[config.mk]
export PLATFORM = sky130hd
export DESIGN_NAME = univ_shift_reg
export DESIGN_NICKNAME = d
export VERILOG_FILES = /design/src/rtl/univ_shift_reg.sv
export SDC_FILE = /design/constraint.sdc
export NUM_CORES = 1
export LEC_CHECK = 0
export BUFFER_PORTS_ARGS = -buffer_cell sky130_fd_sc_hd__buf_2
export CORE_AREA = 5 5 42 44
export DETAILED_ROUTE_END_ITERATION = 10
export DIE_AREA = 0 0 47 49
export PLACE_DENSITY_LB_ADDON = 0.05
export SLEW_MARGIN = 10
export SYNTH_ARGS = -nofsm -noshare
export SYNTH_HDL_FRONTEND = slang
export SYNTH_SLANG_ARGS = --single-unit
[constraint.sdc]
create_clock -name clk -period 2.7 [get_ports clk]
set_input_delay 0.405 -clock clk [delete_from_list [all_inputs] [get_ports clk]]
set_output_delay 0.405 -clock clk [all_outputs]
set_load 0.02 [all_outputs]
[src/rtl/univ_shift_reg.sv]
// Universal shift register: hold, shift right, shift left and parallel load, with serial taps.
// Define UNIV_SHIFT_REG_CNT_EN to build the valid-bit counter that drives full and done.
module univ_shift_reg #(
   parameter int WIDTH = 4
) (
   input  logic             clk,
   input  logic             rst_n,
   input  logic             clr,
   input  logic [1:0]       mode,
   input  logic             in,
   input  logic [WIDTH-1:0] d,
   output logic [WIDTH-1:0] q,
   output logic             sout_lsb,
   output logic             sout_msb,
   output logic             full,
   output logic             done
);

   localparam logic [1:0] MODE_HOLD  = 2'b00;
   localparam logic [1:0] MODE_RIGHT = 2'b01;
   localparam logic [1:0] MODE_LEFT  = 2'b10;
   localparam logic [1:0] MODE_LOAD  = 2'b11;

   always_ff @(posedge clk or negedge rst_n) begin
      if (!rst_n) begin
         q <= '0;
      end else if (clr) begin
         q <= '0;
      end else begin
         case (mode)
            MODE_RIGHT: q <= {in, q[WIDTH-1:1]};
            MODE_LEFT:  q <= {q[WIDTH-2:0], in};
            MODE_LOAD:  q <= d;
            default:    q <= q;
         endcase
      end
   end

   assign sout_lsb = q[0];
   assign sout_msb = q[WIDTH-1];

`ifdef UNIV_SHIFT_REG_CNT_EN
   localparam int CW = $clog2(WIDTH + 1);
   localparam logic [CW-1:0] CNT_MAX = CW'(WIDTH);

   logic [CW-1:0] cnt;
   logic          shift;

   function automatic logic [CW-1:0] sat_inc(input logic [CW-1:0] c);
      return (c == CNT_MAX) ? c : c + 1'b1;
   endfunction

   assign shift = (mode == MODE_RIGHT) || (mode == MODE_LEFT);

   // cnt tracks valid bits; done fires only on the WIDTH-1 -> WIDTH transition
   always_ff @(posedge clk or negedge rst_n) begin
      if (!rst_n) begin
         cnt  <= '0;
         full <= 1'b0;
         done <= 1'b0;
      end else if (clr) begin
         cnt  <= '0;
         full <= 1'b0;
         done <= 1'b0;
      end else if (mode == MODE_LOAD) begin
         cnt  <= CNT_MAX;
         full <= 1'b1;
         done <= 1'b0;
      end else if (shift) begin
         cnt  <= sat_inc(cnt);
         full <= (sat_inc(cnt) == CNT_MAX);
         done <= (cnt == CNT_MAX - CW'(1));
      end else begin
         done <= 1'b0;
      end
   end
`else
   assign full = 1'b0;
   assign done = 1'b0;
`endif

   // MODE_HOLD is handled by the default arms above
   localparam logic [1:0] UNUSED_HOLD = MODE_HOLD;

endmodule

; ---- Word-level counts from Yosys, hierarchy flattened
; Index checks and enable logic that the tools add are counted.
[op_classes]
reduce_logical = 1
n_div = 0
bitwise_logic = 0
mux = 2
n_eq_ne = 3
n_lt_le_gt_ge = 0
n_mul = 0
addsub = 0
n_shift = 0
[ops]
columns = cell, n
row1 = $pmux W4 S3, 1
row2 = $eq A2 B2 Y1 const B, 2
row3 = $mux W4, 1
row4 = $reduce_bool A4 Y1, 1
row5 = $eq A2 B1 Y1 const B, 1
[totals]
n_memories = 0
romBits = 0
word_cells = 7
mem_bits_rw = 0
output_inout_bits = 8
register_bits = 4
latch_bits = 0

; ---- Logic depth before layout (Yosys ltp)
; Gate-level depths: netlist of the first run.
[logic_depth]
ltp_word = 3
depth_mapped = 2

; ---- Least setup slack after synthesis of the first run
; Ideal clock, no wire load.
[synth_timing]
kind = register -> register
start = register q[2]
end = register q[3]
arrival_ps = 1077
stages_incl_launch_ff = 3
setup_ps = 118
path_slack_ps = 1505
path_cell_list = dfrtp_1 > mux4_1 > nor2b_1
[synth_between]
elab_chain_cells = 2
[synth_rtl]
columns = item, line_no
row1 = start: declaration, 12  ; output logic [WIDTH-1:0] q,
row2 = start signal: assignment, 31  ; MODE_RIGHT: q <= {in, q[WIDTH-1:1]};
row3 = start signal: assignment, 32  ; MODE_LEFT: q <= {q[WIDTH-2:0], in};
row4 = start signal: assignment, 34  ; default: q <= q;
row5 = $pmux W4 S3, 30  ; case (mode)
row6 = $mux W4, 27  ; end else if (clr) begin
; Every way passes these cells.
; A chain may end at the register's enable or synchronous reset.

; ---- Worst setup path after layout of the first run
[layout_timing]
start = register q[2]
end = output q[2]
; No word-level cell between the ends.

==> flow_summary.yaml, run 1 <==
critical_path:
  worstPathBufferInverterCount: 1
  critPathLaunchType: "flip-flop"
  critPathMaxFanout: 4
  endpoint_kind: "output pin"
  cp_slowest_cell: "dfrtp_1"
  critPathMaxStageDelay_ns: 0.40
  cp.arrival_ns: 0.81
  crit_type: "flip-flop to output pin"
  required_ns: 2.30
  crit_chain: "buf_2"
  crit_family: "flip-flops"
finish:
  largest_registers: "q x4"
  largest_reg_flops: 4
  drive_above_1_share_pct: 63.6
  fin_nets: 45
  area_growth_pct: 40.1
  top_register: "q"
  diodes: 0
power:
  p_int_uw: 134
  p_leak_uw: 0.000185
  ir_worst_vdd_mv: 0.124
  power_density_nw_per_um2: 502
  p_switching_uw: 43.6
  clockPowerShare_pct: 39.4
  combPwrFrac_pct: 22.4
  seqPwrFrac_pct: 38.2
  power_switching_share_pct: 24.5
floorplan:
  chipHeight_um: 49
  num_io_pins: 18
  die_w_um: 47
  start_util_pct: 18.0
  core_area_sq_um: 1400
  die-area_sq_um: 2300
  std_cell_rows: 14
clocking:
  path_clk_slew_ns: 0.03
  cts_buffers: 3
  clock_sinks: 4
  htreeDepth: 1
  cts_buffer_depth: 2
  clock_latency_ns: 0.23
  post_cts_buffers: 0
  cts_tree: "done"
  cts_root_buf: "clkbuf_4"
detailed_routing:
  antenna_left: 0
  dr.pass1.iters: 4
  drt_wl_total_um: 566
  initialDrtViolationCount: 1
  vias_per_cell: 4.12
  wire_per_inst_um: 11.6
  drc: 0
  vias: 202
run:
  cap_violations: 0
logic_synthesis:
  ys_async_sr_fraction_pct: 100
  synth_top_family_by_area: "multiplexers"
  ys_types: 6
  synth_commonest_cells: "buf_4 (4), dfrtp_1 (4), nor2b_1 (4), mux4_2 (3)"
  ys_seq_area_share_pct: 39.6
  synthCells: 17
  synth_warnings: 0
  yosys.area.top_type_share_pct: 39.6
  synth_compound_area_share_pct: 0
  synth_edf_count: 0
  postSynthAreaPerCell_sq_um: 14.9
  synthMuxAreaShare_pct: 37.1
  synth_xor_area_share_pct: 0
  ys_ff_latch: 4
  synth.largest_area_cell: "dfrtp_1"
  mappedNetlistArea_sq_um: 253
  ys.flop_type: "dfrtp_1"
  synthAdderAreaFrac_pct: 0
  yosys.area_share.simple_pct: 9.90
  synthTopCellsByArea: "dfrtp_1 (40%), mux4_2 (27%), buf_4 (12%)"
global_routing:
  overflow: 0
  grt_max_degree: 5
  grt.total_usage_pct: 6.03
  grt_antenna_before_repair: 0
  grt_pass1_vias: 237
  grt_pass1_wl_um: 952
place:
  io_buffer_count: 15
  gp_congestion: 0.635
  dp_slack_ns: 1.35
timing:
  slew_violations: 0
  fin_crit_ns: 1.21
  setup_viol: 0
  finalSetupTns_ns: 0
  setup_ws_ns: 1.49
  skew_ns: 0.000610
  max_freq_ghz: 0.826
  rsz0062_at_grt: "no"
  finalCritPeriodShare_pct: 44.8
  final_hold_viol_count: 0
hold_path:
  worstHoldPathType: "input port to flip-flop"
run_status:
  status: "completed"
cells by family after synthesis:
kind of cell / count (synthesis)
buffers and inverters: 4
and+or+nand+nor: 4
DFF: 4
muxes: 4
other: 1
path summary, 6_finish.rpt:
check,from,to,slack (ns),cells after the start
worst max-delay path,q[2],q[2],1.49,1
worst min-delay path,clr,q[3],0.37,2
worst max register to register,q[2],q[3],1.56,2
worst min register to register,q[0],q[1],0.75,2
max in group asynchronous,rst_n,q[0],2.07,2
min in group asynchronous,rst_n,q[2],0.51,2
routing by layer:
layer	share of wire, %	up-vias	GRT usage [%]
met5	0	-	0
met4	3.4	0	6.91
met3	9.5	2	1.48
met2	44	14	7.47
met1	43	96	7.42
li1	-	90	-
power groups by stage:
| stage | sequential, uW | clock [uW] | combinational (uW) |
|---|---|---|---|
| 6_report | 67.9 | 70.0 | 39.9 |
| 5_1_grt | 68.6 | 78.2 | 43.3 |
| 4_1_cts | 68.0 | 74.1 | 40.5 |
| 3_5_place_dp | 68.7 | 0 | 39.3 |
| 3_3_place_gp | 68.5 | 0 | 39.2 |
| 2_1_floorplan | 72.3 | 0 | 23.0 |
area by class of cell:
| type | count | area, sq um |
|---|---|---|
| fill | 163 | 1050 |
| multi-input combinational | 10 | 126 |
| sequential | 4 | 100 |
| timing repair buffer | 16 | 85.1 |
| clock buffer | 3 | 22.5 |
| tap | 16 | 20.0 |
metrics by stage:
| step | instance area [sq um] | hold WS [ns] | utilization (%) | cells | power, uW |
|---|---|---|---|---|---|
| final | 354 | 0.374 | 25.3 | 49 | 178 |
| after CTS | 354 | 0.372 | 25.3 | 49 | 183 |
| after floorplan | 256 | 0.109 | - | 18 | 95.3 |
| after detailed placement | 322 | 0.213 | 22.9 | 45 | 108 |
| after global placement | 322 | 0.211 | 22.9 | 45 | 108 |
| after global routing | 354 | 0.372 | 25.3 | 49 | 190 |
placed cells by master, fill, tap and decap left out, drive strengths merged:
master / n
buf: 15
clkbuf: 3
conb: 2
dfrtp: 4
dlygate4sd3: 1
mux4: 4
nor2b: 4
timing repair:
item	4_1_cts	5_1_grt
hold endpoints to repair	4	0
resized for setup	0	0
hold buffers	1	0
Note: power is estimated with default switching activity, not from simulation.
==> run 2, diff against run 1 <==
--- a/config.mk
+++ b/config.mk
@@ -5,6 +5,7 @@
 export SDC_FILE = /design/constraint.sdc
 export NUM_CORES = 1
 export LEC_CHECK = 0
+export ABC_AREA = 1
 export BUFFER_PORTS_ARGS = -buffer_cell sky130_fd_sc_hd__buf_2
 export CORE_AREA = 5 5 42 44
 export DETAILED_ROUTE_END_ITERATION = 10
==> constraint.sdc (replaced) <==
create_clock -name clk -period 1.1 [get_ports clk]
set_input_delay 0.165 -clock clk [delete_from_list [all_inputs] [get_ports clk]]
set_output_delay 0.165 -clock clk [all_outputs]
set_load 0.02 [all_outputs]
==> run 2 against run 1 <==
Effect of this change:
- synthesized area up 18%
- register-to-register slack lost 1.3 ns
- sequential share of layout area is 2.5 points lower
- critical endpoint is now q[1]
- global-route usage increased by 1.0 points
- largest cell class unchanged
- final cell count rose by 49%
- synthesized cell count rose by 150%
- flip-flop and latch count is the same
- non-clock buffer count unchanged
- highest routed layer is now met3
- combinational power rose to 2.6 times the previous value
- die area unchanged
- critical path depth is the same
- setup slack worse by 1.4 ns
==> flow_summary.yaml, run 2 <==
global_routing:
  grt_pass1_vias: 304
  grt_max_degree: 11
  grt_pass1_wl_um: 1200
  overflow: 0
  grt_antenna_before_repair: 0
  grt.total_usage_pct: 7.06
finish:
  diodes: 0
  final_cell_mix: "nand2_1 (16), buf_2 (15), nand3_1 (12)"
  fin_nets: 69
  fin_util_pct: 27.8
  mostFrequentLayoutCell: "nand2_1"
  stdcell_area_sq_um: 389
  largest_reg_flops: 4
  largest_registers: "q x4"
  area_growth_pct: 30.1
  top_register: "q"
  drive_above_1_share_pct: 38.6
power:
  power_switching_share_pct: 29.2
  p_int_uw: 316
  p_switching_uw: 130
  p_leak_uw: 0.000223
  power_density_nw_per_um2: 1150
  clockPowerShare_pct: 39.6
  seqPwrFrac_pct: 37.0
  ir_worst_vdd_mv: 0.409
  total_power_uw: 446
  combPwrFrac_pct: 23.4
critical_path:
  critPathMaxFanout: 4
  crit_start: "q[1]"
  worstReg2RegEnd: "q[2]"
  r2r_slack_ns: 0.30
  critPathMaxStageDelay_ns: 0.40
  worst-path-stages: 1
  cp.arrival_ns: 0.81
  endpoint: "q[1]"
  worstPathBufferInverterCount: 1
  crit_chain: "buf_2"
  crit_family: "flip-flops"
  required_ns: 0.94
  r2r_cells: 4
  critPathLaunchType: "flip-flop"
  cp_slowest_cell: "dfrtp_1"
  crit_type: "flip-flop to output pin"
  endpoint_kind: "output pin"
  r2r_start: "q[1]"
detailed_routing:
  initialDrtViolationCount: 11
  met1_length_um: 307
  drt_wl_total_um: 761
  vias_per_cell: 4.19
  dr.pass1.iters: 2
  wl_met2_um: 375
  met3WireLength_um: 79
  drc: 0
  antenna_left: 0
  vias: 306
  wire_per_inst_um: 10.4
  maxUsedRoutingLayer: "met3"
floorplan:
  chipHeight_um: 49
  die-area_sq_um: 2300
  std_cell_rows: 14
  die_w_um: 47
  num_io_pins: 18
  start_util_pct: 21.3
  core_area_sq_um: 1400
place:
  dp_slack_ns: 0.266
  placed_area_sq_um: 357
  hpwl_um: 642
  gp_congestion: 0.694
  io_buffer_count: 15
logic_synthesis:
  synth_warnings: 0
  mappedNetlistArea_sq_um: 299
  synth_edf_count: 0
  synthCells: 42
  synth.largest_area_cell: "dfrtp_1"
  ys_ff_latch: 4
  ys_types: 9
  synthMostInstantiatedCell: "nand2_1"
  synth_commonest_cells: "nand2_1 (16), nand3_1 (12), buf_4 (4), dfrtp_1 (4), inv_2 (2)"
  ys_async_sr_fraction_pct: 100
  postSynthAreaPerCell_sq_um: 7.12
  ys_seq_area_share_pct: 33.5
  ys.flop_type: "dfrtp_1"
  yosys.area.top_type_share_pct: 33.5
  synthTopCellsByArea: "dfrtp_1 (33%), nand3_1 (20%), nand2_1 (20%)"
clocking:
  htreeDepth: 1
  cts_buffer_depth: 2
  clock_latency_ns: 0.23
  post_cts_resize_count: 0
  cts_buffers: 3
  cts_tree: "done"
  path_clk_slew_ns: 0.04
  post_cts_buffers: 0
  clock_sinks: 4
  cts_root_buf: "clkbuf_4"
timing:
  max_freq_ghz: 1.03
  final_hold_viol_count: 0
  setup_viol: 0
  finalCritPeriodShare_pct: 88.6
  skew_ns: 0.000927
  slew_violations: 0
  fin_crit_ns: 0.974
  rsz0062_at_grt: "no"
  setup_ws_ns: 0.126
  finalSetupTns_ns: 0
run:
  cap_violations: 0
hold_path:
  worstHoldPathType: "input port to flip-flop"
  worstHoldStart: "clr"
run_status:
  status: "completed"
[run 2: cell types whose count changed after synthesis, sizes merged]
cell,delta
buf,+1
nand2,+16
mux4,-4
a21oi,+1
inv,+2
nor3,+1
nor2b,-4
nand3,+12
[run 2: power groups by stage]
| stage | clock, uW | sequential (uW) | combinational, uW |
|---|---|---|---|
| 6_report | 177 | 165 | 104 |
| 5_1_grt | 200 | 166 | 117 |
| 4_1_cts | 190 | 165 | 106 |
| 3_5_place_dp | 0 | 167 | 103 |
| 3_3_place_gp | 0 | 168 | 105 |
| 2_1_floorplan | 0 | 176 | 63.9 |
[run 2: final cells by class]
class | count | area (sq um)
clock buffer | 3 | 22.5
fill | 173 | 1010
inverter | 2 | 7.51
multi-input combinational | 32 | 154
sequential | 4 | 100
tap | 16 | 20.0
timing repair buffer | 16 | 85.1
[run 2: tightest hold or removal path, stage by stage]
cell and delay [ns]:
buf_2 0.12, a21oi_4 0.04, nand2_1 0.06, nand2_1 0.04
[run 2: how the worst min path moves through the flow]
stage                       to  cells after the start
after CTS                 q[0]                      4
after detailed placement  q[2]                      1
after floorplan           q[0]                      0
after global placement    q[2]                      1
after global routing      q[0]                      4
final                     q[0]                      4
[run 2: kinds of logic (layout without fill, tap and decap cells)]
family / after synthesis / after routing / synth area share [%]
buf+inv: 7 / 21 / 16.3
simple gates: 29 / 29 / 43.5
other cells: 1 / 2 / 1.25
compound gates: 1 / 1 / 5.44
flops: 4 / 4 / 33.5
[run 2: per-stage QoR]
stage | instances | hold WS [ns]
after floorplan | 43 | -0.131
final | 73 | 0.240
after global placement | 69 | -0.0187
after detailed placement | 69 | -0.0200
after global routing | 73 | 0.252
after CTS | 73 | 0.237
[run 2: repair_timing]
| action | 4_1_cts | 5_1_grt |
|---|---|---|
| endpoints found under the setup margin | 0 | 0 |
| hold endpoints to repair | 4 | 0 |
| hold buffers | 1 | 0 |
[run 2: metal layers]
layer	up-vias	global-route usage, %
met5	-	0
met4	0	4.15
met3	0	1.85
met2	9	10.6
met1	136	8.63
li1	161	-
==> run 3, diff against run 2 <==
--- a/config.mk
+++ b/config.mk
@@ -10,6 +10,7 @@
 export CORE_AREA = 5 5 42 44
 export DETAILED_ROUTE_END_ITERATION = 10
 export DIE_AREA = 0 0 47 49
+export GPL_TIMING_DRIVEN = 0
 export PLACE_DENSITY_LB_ADDON = 0.05
 export SLEW_MARGIN = 10
 export SYNTH_ARGS = -nofsm -noshare
==> run 3 against run 2 <==
Effect of this change:
- clock power about the same
- combinational power up 22%
- critical path depth up 1
- critical endpoint is now q[0]
- largest cell class unchanged
==> flow_summary.yaml, run 3 (same netlist as run 2, synthesis figures left out) <==
run_status:
  status: "completed"
finish:
  mostFrequentLayoutCell: "nand2_1"
  fin_util_pct: 31.9
  final_cell_mix: "nand2_1 (16), buf_2 (13), nand3_1 (12)"
  largest_registers: "q x4"
  fin_nets: 75
  top_register: "q"
  diodes: 0
  largest_reg_flops: 4
  fill_cells: 170
  drive_above_1_share_pct: 44.4
  area_growth_pct: 49.4
critical_path:
  crit_start: "q[0]"
  cp.arrival_ns: 0.90
  r2r_start: "q[0]"
  endpoint_kind: "output pin"
  critPathMaxFanout: 4
  crit_type: "flip-flop to output pin"
  critPathLaunchType: "flip-flop"
  required_ns: 0.94
floorplan:
  die_w_um: 47
  core_area_sq_um: 1400
  die-area_sq_um: 2300
  chipHeight_um: 49
  std_cell_rows: 14
  start_util_pct: 21.3
  num_io_pins: 18
detailed_routing:
  antenna_left: 0
  drc: 0
  vias: 321
  drt_wl_total_um: 749
  initialDrtViolationCount: 3
  wire_per_inst_um: 9.48
  dr.pass1.iters: 4
  vias_per_cell: 4.06
power:
  power_switching_share_pct: 28.6
  ir_worst_vdd_mv: 0.404
  p_switching_uw: 135
  seqPwrFrac_pct: 34.9
  combPwrFrac_pct: 27.0
  clockPowerShare_pct: 38.1
  p_leak_uw: 0.000258
  power_density_nw_per_um2: 1050
  p_int_uw: 336
clocking:
  path_clk_slew_ns: 0.04
  cts_tree: "done"
  cts_buffer_depth: 2
  cts_buffers: 3
  clock_latency_ns: 0.23
  htreeDepth: 1
  cts_root_buf: "clkbuf_4"
  clock_sinks: 4
global_routing:
  grt_max_degree: 11
  grt.total_usage_pct: 7.20
  overflow: 0
  grt_antenna_before_repair: 0
  grt_pass1_wl_um: 1210
  grt_pass1_vias: 306
place:
  hpwl_um: 622
  gp_congestion: 0.655
  io_buffer_count: 14
timing:
  max_freq_ghz: 0.938
  finalSetupTns_ns: 0
  final_hold_viol_count: 0
  fin_crit_ns: 1.07
  setup_viol: 0
  slew_violations: 0
  finalCritPeriodShare_pct: 96.9
  rsz0062_at_grt: "no"
  skew_ns: 0.00298
hold_path:
  worstHoldPathType: "input port to flip-flop"
  worstHoldStart: "clr"
run:
  cap_violations: 0
run 3: critical path, cell delays in order (launching register included):
cell     delay, ns
dfrtp_1       0.39
buf_4         0.13
buf_2         0.15
run 3: power by group through the flow:
stage / clock (uW) / combinational (uW) / sequential [uW]
final: 179 / 127 / 164
after CTS: 189 / 120 / 165
after global placement: 0 / 118 / 167
after floorplan: 0 / 63.9 / 176
after global routing: 201 / 140 / 166
after detailed placement: 0 / 117 / 167
run 3: metal layers:
| metal | global-route usage [%] | up-vias | share of wire (%) |
|---|---|---|---|
| li1 | - | 173 | - |
| met2 | 10.9 | 11 | 48 |
| met3 | 1.85 | 2 | 9.5 |
| met5 | 0 | - | 0 |
| met1 | 8.20 | 135 | 41 |
| met4 | 5.53 | 0 | 2.0 |
run 3: what timing repair did:
item,in CTS,in global routing
hold buffers,1,0
setup buffers,0,2
endpoints found under the setup margin,0,2
gates resized for setup,0,2
hold endpoints to repair,4,0
run 3: worst paths after layout:
path                       endpoint  slack (ns)  cells after the start
hold / removal                 q[3]        0.24                      4
setup / recovery               q[0]        0.03                      2
min in group asynchronous      q[2]        0.26                      2
max in group asynchronous      q[0]        0.72                      2
hold reg to reg                q[3]        0.52                      2
setup reg to reg               q[1]        0.23                      5
run 3: area by class of cell:
type,instances,area [sq um],share of cell area [%]
Multi-Input combinational cell,32,154,34.5
Timing Repair Buffer,17,101,22.7
Sequential cell,4,100,22.4
Buffer,5,41.3,9.24
Clock buffer,3,22.5,5.04
Tap cell,16,20.0,4.48
Inverter,2,7.51,1.68
run 3: stage by stage:
step                hold slack, ns  cell area, sq um  total power, uW  cells  setup WS [ns]
detailed placement         -0.0290               393              284     73          0.265
finish                       0.243               447              471     79         0.0342
floorplan                   -0.131               303              240     43          0.275
CTS                          0.245               425              473     77         0.0118
global placement           -0.0273               393              285     73          0.259
global route                 0.268               447              507     79       0.000490
